### src/rtl/rr_sched.sv
// Round-robin scheduler: rotating find-first-set selection over W requesters,
// registered one-hot grant, offer/ack handshake, and ownership until release.
module rr_sched #(
    parameter  int W     = 8,
    localparam int ENC_W = $clog2(W)
) (
    input  logic             clk,
    input  logic             rst,
    input  logic [W-1:0]     req,
    input  logic             gnt_ack,
    input  logic             rel,
    output logic             gnt_v,
    output logic [W-1:0]     gnt,
    output logic [ENC_W-1:0] gnt_enc,
    output logic             busy
);

    typedef enum logic [1:0] {IDLE, OFFER, OWNED} state_t;

    state_t             state, state_n;
    logic [ENC_W-1:0]   ptr, ptr_n;
    logic               gnt_v_n, busy_n;
    logic [W-1:0]       gnt_n;
    logic [ENC_W-1:0]   gnt_enc_n;

    logic [ENC_W-1:0]   sel_hi, sel_lo, sel_k;
    logic               hit_hi, hit_lo;

    // Two-pass search: first set bit at or above ptr, else first set bit overall.
    always_comb begin
        sel_hi = '0;
        sel_lo = '0;
        hit_hi = 1'b0;
        hit_lo = 1'b0;
        for (int unsigned i = 0; i < W; i++) begin
            if (req[i] && !hit_lo) begin
                sel_lo = ENC_W'(i);
                hit_lo = 1'b1;
            end
            if (req[i] && !hit_hi && (ENC_W'(i) >= ptr)) begin
                sel_hi = ENC_W'(i);
                hit_hi = 1'b1;
            end
        end
        sel_k = hit_hi ? sel_hi : sel_lo;
    end

    always_comb begin
        state_n   = state;
        ptr_n     = ptr;
        gnt_v_n   = gnt_v;
        gnt_n     = gnt;
        gnt_enc_n = gnt_enc;
        busy_n    = busy;
        unique case (state)
            IDLE: begin
                gnt_n = '0;
                if (|req) begin
                    state_n   = OFFER;
                    gnt_v_n   = 1'b1;
                    gnt_n     = W'(1) << sel_k;
                    gnt_enc_n = sel_k;
                end
            end
            OFFER: begin
                if (gnt_ack) begin
                    state_n = OWNED;
                    gnt_v_n = 1'b0;
                    busy_n  = 1'b1;
                    ptr_n   = (gnt_enc == ENC_W'(W - 1)) ? '0 : gnt_enc + 1'b1;
                end else if (!req[gnt_enc]) begin
                    state_n = IDLE;
                    gnt_v_n = 1'b0;
                    gnt_n   = '0;
                end
            end
            OWNED: begin
                if (rel) begin
                    busy_n = 1'b0;
                    if (|req) begin
                        state_n   = OFFER;
                        gnt_v_n   = 1'b1;
                        gnt_n     = W'(1) << sel_k;
                        gnt_enc_n = sel_k;
                    end else begin
                        state_n = IDLE;
                        gnt_n   = '0;
                    end
                end
            end
            default: state_n = IDLE;
        endcase
    end

    always_ff @(posedge clk) begin
        if (rst) begin
            state   <= IDLE;
            ptr     <= '0;
            gnt_v   <= 1'b0;
            gnt     <= '0;
            gnt_enc <= '0;
            busy    <= 1'b0;
        end else begin
            state   <= state_n;
            ptr     <= ptr_n;
            gnt_v   <= gnt_v_n;
            gnt     <= gnt_n;
            gnt_enc <= gnt_enc_n;
            busy    <= busy_n;
        end
    end

endmodule

### config.mk
export PLATFORM = sky130hd
export DESIGN_NAME = rr_sched
export DESIGN_NICKNAME = d
export VERILOG_FILES = /design/src/rtl/rr_sched.sv
export SDC_FILE = /design/constraint.sdc
export NUM_CORES = 1
export LEC_CHECK = 0
export BUFFER_PORTS_ARGS = -buffer_cell sky130_fd_sc_hd__buf_2
export CAP_MARGIN = 25
export CORE_MARGIN = 5
export CORE_UTILIZATION = 52
export DETAILED_ROUTE_END_ITERATION = 8
export PLACE_DENSITY = 0.78
export SETUP_SLACK_MARGIN = 0.4
export SLEW_MARGIN = 20
export SYNTH_ARGS = -nofsm -noshare
export SYNTH_HDL_FRONTEND = slang
export SYNTH_SLANG_ARGS = --single-unit
### constraint.sdc
create_clock -name clk -period 2.3 [get_ports clk]
set_clock_uncertainty 0.2 [all_clocks]
set_input_delay 0.46 -clock clk [delete_from_list [all_inputs] [get_ports clk]]
set_output_delay 0.46 -clock clk [all_outputs]
set_load 0.01 [all_outputs]
# Word-level counts from Yosys, hierarchy flattened
# Cells that the tools add are included.
# word_totals
regBits	18
latchBits	0
ram_bits	0
romBits	0
in_bits	12
out_inout_bits	13
wordCells	128
memories	0
# classes
add_sub_neg	1
mul	0
n_div	0
order_cmp	9
n_eq_ne	9
shifts	1
n_mux	55
bitwise	0
reduce_logical	47
# ops
op	count
two-way mux 3 bit	16
two-way mux 8 bit	4
two-way mux 1 bit	25
case mux 8 bit (3 select lines)	1
logical AND 1 bit	22
zero test 1 bit	14
>= comparator 3 bit, first input constant	4
!= test 2 bit, second input constant	5
AND reduction 3 bit	3
two-way mux 2 bit	4
OR reduction 8 bit	1
left shift 1 x 3 -> 8 bit, first input constant	1
>= comparator 1 x 3 -> 1 bit, first input constant	2
>= comparator 2 x 3 -> 1 bit, first input constant	2
case mux 2 bit (3 select lines)	1
case mux 3 bit (2 select lines)	1
< comparator 3 x 4 -> 1 bit, second input constant	1
AND reduction 2 bit	2
AND reduction 4 bit	1
nonzero test 2 bit	2
adder 3 x 1 -> 3 bit, second input constant	1
binary-select mux 1 bit (select 3 bit)	1
== test 3 bit, second input constant	1
!= test 3 bit, second input constant	1
other kinds (6)	6

# Longest topological paths before layout
# depth
ltp_word	36
depth_mapped	6
mapped_depth_nobuf	5

# Least setup slack after synthesis
# No wires, ideal clock.
# synth_timing
path_kind	input -> register
start	input req[1]
end	register gnt_enc[1]
setup_time_ps	115
arrival_ps	1740
t_required_ps	1985
path_slack_ps	245
path_stages	5
path_buffers	0
path_cell_list	or4_4 > or3b_4 > nand2_4 > nor3_1 > o21a_1
# synth_via
elab_chain_cells	31
elab_cells_between_ends	63
classes_between	mux: 29; reduce/logical: 34
# synth_rtl
item	line	rtl
start, declared	9	input logic [W-1:0] req,
logical AND 1 bit (2 in a row)	40	if (req[i] && !hit_hi && (ENC_W'(i) >= ptr)) begin
two-way mux 1 bit	40	
zero test 1 bit	40	
logical AND 1 bit (2 in a row)	40	
two-way mux 1 bit	40	
zero test 1 bit	40	
logical AND 1 bit (2 in a row)	40	
two-way mux 1 bit	40	
[... 11 more ...]	--	
two-way mux 1 bit	40	
zero test 1 bit	40	
logical AND 1 bit (2 in a row)	40	
two-way mux 3 bit or two-way mux 1 bit (tied branches)	40	
two-way mux 3 bit	45	sel_k = hit_hi ? sel_hi : sel_lo;
two-way mux 3 bit (*)	58, 80	
two-way mux 3 bit	78	if (rel) begin
case mux 3 bit (2 select lines) (*)	55	unique case (state)
end signal, assigned	108	gnt_enc <= gnt_enc_n;
end, declared	14	output logic [ENC_W-1:0] gnt_enc,
# Every way passes the cells marked *; elsewhere a longest branch is shown, timed or not. The select of a mux whose other input is x is not followed.
# A chain may end at the register's enable or synchronous reset.

# Worst setup path after layout
# layout_timing
start	input req[6]
end	register gnt[2]
# layout_via
elab_chain_cells	12
elab_cells_between_ends	25
classes_between	eq/ne: 1; shift: 1; mux: 13; reduce/logical: 10
# layout_rtl
item	line	rtl
logical AND 1 bit (2 in a row)	40	
two-way mux 1 bit	40	
zero test 1 bit	40	
logical AND 1 bit (2 in a row)	40	
two-way mux 3 bit or two-way mux 1 bit (tied branches)	40	
two-way mux 3 bit	45	
left shift 1 x 3 -> 8 bit	61, 83	
two-way mux 8 bit	58, 80	
two-way mux 8 bit	78	
case mux 8 bit (3 select lines)	55	
end signal, assigned	107	gnt <= gnt_n;
end, declared	13	output logic [W-1:0] gnt,
# Several ways; a longest one is shown, not always the timed one. The select of a mux whose other input is x is not followed.

==> out/results.ini <==
[outcome]
status=finished, final reports clean

[detailed_routing]
drt_drc_violations_left=0
wl_per_cell_microns=16.3
drtIter0Drc=30
postRouteAntennaNets=0
met2_length_microns=1600
routed_wl_microns=3140
met3_wirelength_microns=217
drtPass1Iterations=4
vias=1164
vias_per_cell=6.03
top_layer=met4
met1Wirelength_microns=1290

[logic_synthesis]
synth.avg_cell_area_sq_um=8.48
synth_top_flop_cell=dfxtp_1
async_flop_share=0
yosysWarnings=0
synth_top_area_frac=0.337
synth-seq-cells=18
synthesis.area_sq_um=1070
synthTopCellsByCount=18 x dfxtp_1, 15 x nand2_1, 11 x a21oi_1
ys_seq_area_frac=0.337
yosys.area.top_type=dfxtp_1
syn-num-nets=140
synth_cells=126
yosysMostFrequentCell=dfxtp_1
synth_area_leaders=dfxtp_1 34%, o31ai_1 7.0%, nand2_1 5.3%
ys_types=43
synth_edf_count=0

[sta]
setup_viol=0
relSlewSlack=0.665
hold_violations=0
rsz0062_at_grt=true
fin_crit_sh=0.894
fin_setup_tns_ps=0
slew_violations=0
min_period_ps=2060
tightest_slew_ps=498
max_freq_mhz=486

[layout]
final_layout_size_suffix_gt1_frac=0.440
nets=181
diodes=0
design_area_sq_um=1510
area_growth_pct=41.1

[pwr]
ir_drop_uv=429
cellPowerDensity_nw_per_um2=504
p_leak_uw=0.000627
p_total_uw=760

[setup_path]
worstPathArrival_ps=2080
crit_type=input pin to register
endpoint_kind=register
worst-path-max-fanout=7
startpoint_type=input pin
crit_required_ps=2320

[grt]
globalRouteTotalUtil=0.173
antenna_found_initial=0
grt_pass1_wl_microns=4400
first_global_vias=948
grt_max_degree=12
grt_overflow_total=0

[clocking]
ctsHoldBuffers=0
cts_buffers=3
cts_root_buf=clkbuf_4
clock_path_buffers=2
clk_pin_slew_worst_paths_ps=110
cts_tree=done
clock_latency_ps=300
cts_sinks=18
htreeDepth=1

[placed_design]
gp_congestion=0.859
detailed_place_hpwl_microns=1980
portBuffers=24
post_dp_cell_area_sq_um=1230

[job]
maxCapViolations=0

[die]
coreArea_sq_um=1960
initial_core_util=0.545
fp.dieW_microns=55.3
die_h_microns=55.3
dieArea_sq_um=3060
std_cell_rows=16
pin_count=25

[hold_path]
hold_path_class=input pin to register

## worst max-delay path, cell delays in order
cell      delay (ps)
buf_2            170
nor2_1            70
o31ai_1          430
a211oi_1         190
buf_4            180
or2_2            330
o31ai_2          250
## area by class of cell
class	count	area, sq um
Inverter	4	15.0
Timing Repair Buffer	39	255
Fill cell	137	454
Sequential cell	18	379
Tap cell	27	33.8
Multi-Input combinational cell	101	788
Clock buffer	4	36.3
## what timing repair did
item / CTS / global route
pin swaps: 6 / 14
endpoints found under the hold margin: 0 / 0
setup endpoints to repair: 12 / 12
resized for setup: 20 / 21
buffers inserted: 2 / 11
## placed cells by master (no fill, tap or decap), types with 2 or more instances in the layout
master    instances
a211oi_1          2
o21ai_0           3
a21o_1            2
buf_2            21
o21ai_1           3
nor3_1            3
a21oi_1           9
buf_6             2
clkbuf_4          3
or3b_4            2
o31ai_2           5
o31ai_1           4
nor2b_1           4
inv_1             4
mux4_2            2
ha_1              2
nand2_1          15
nand3_1           6
a21oi_2           2
dfxtp_1          13
nor2_1            9
dfxtp_4           5
nand3b_1          2
buf_4            15
## path summary, 6_finish.rpt
check | to | depth (start not counted) | start | slack (ps)
hold / removal | busy | 4 | rel | 230
setup reg to reg | gnt[2] | 6 | ptr[2] | 390
setup / recovery | gnt[2] | 7 | req[6] | 240
hold reg to reg | busy | 2 | busy | 270
## metal layers
layer	global-route usage	up-vias
li1	-	556
met1	0.225	550
met2	0.275	52
met3	0.0490	6
met4	0.0556	0
met5	0	-
## per-stage QoR
step,util,instances,worst slack (ps),hold slack [ps]
after floorplan,-,126,288,278
after global placement,0.626,176,64.6,235
after detailed placement,0.626,176,62.6,244
after CTS,0.684,182,400,241
after global routing,0.768,193,230,258
final,0.768,193,244,235
## kinds of logic (layout without fill, tap and decap cells)
kind of cell | count (synthesis) | in the layout | share of synthesized area
buffers and inverters | 7 | 47 | 0.0269
flip-flops | 18 | 18 | 0.337
AO/OA/AOI/OAI | 45 | 45 | 0.300
AND/OR/NAND/NOR | 50 | 50 | 0.248
multiplexers | 4 | 4 | 0.0644
adder cells (fa/ha/maj) | 2 | 2 | 0.0234
## sequential cells by signal, indices dropped and copies added, names as in the netlist
| signal | flops |
|---|---|
| gnt_enc | 3 |
| ptr | 3 |
| state | 2 |
| gnt | 8 |
| busy | 1 |
| gnt_v | 1 |
## where the power goes
group          switching [uW]  internal [uW]
combinational             115           97.4
sequential               18.7            328
clock                     104           96.6
total                     238            522
Power figures use the tool's default switching activity.
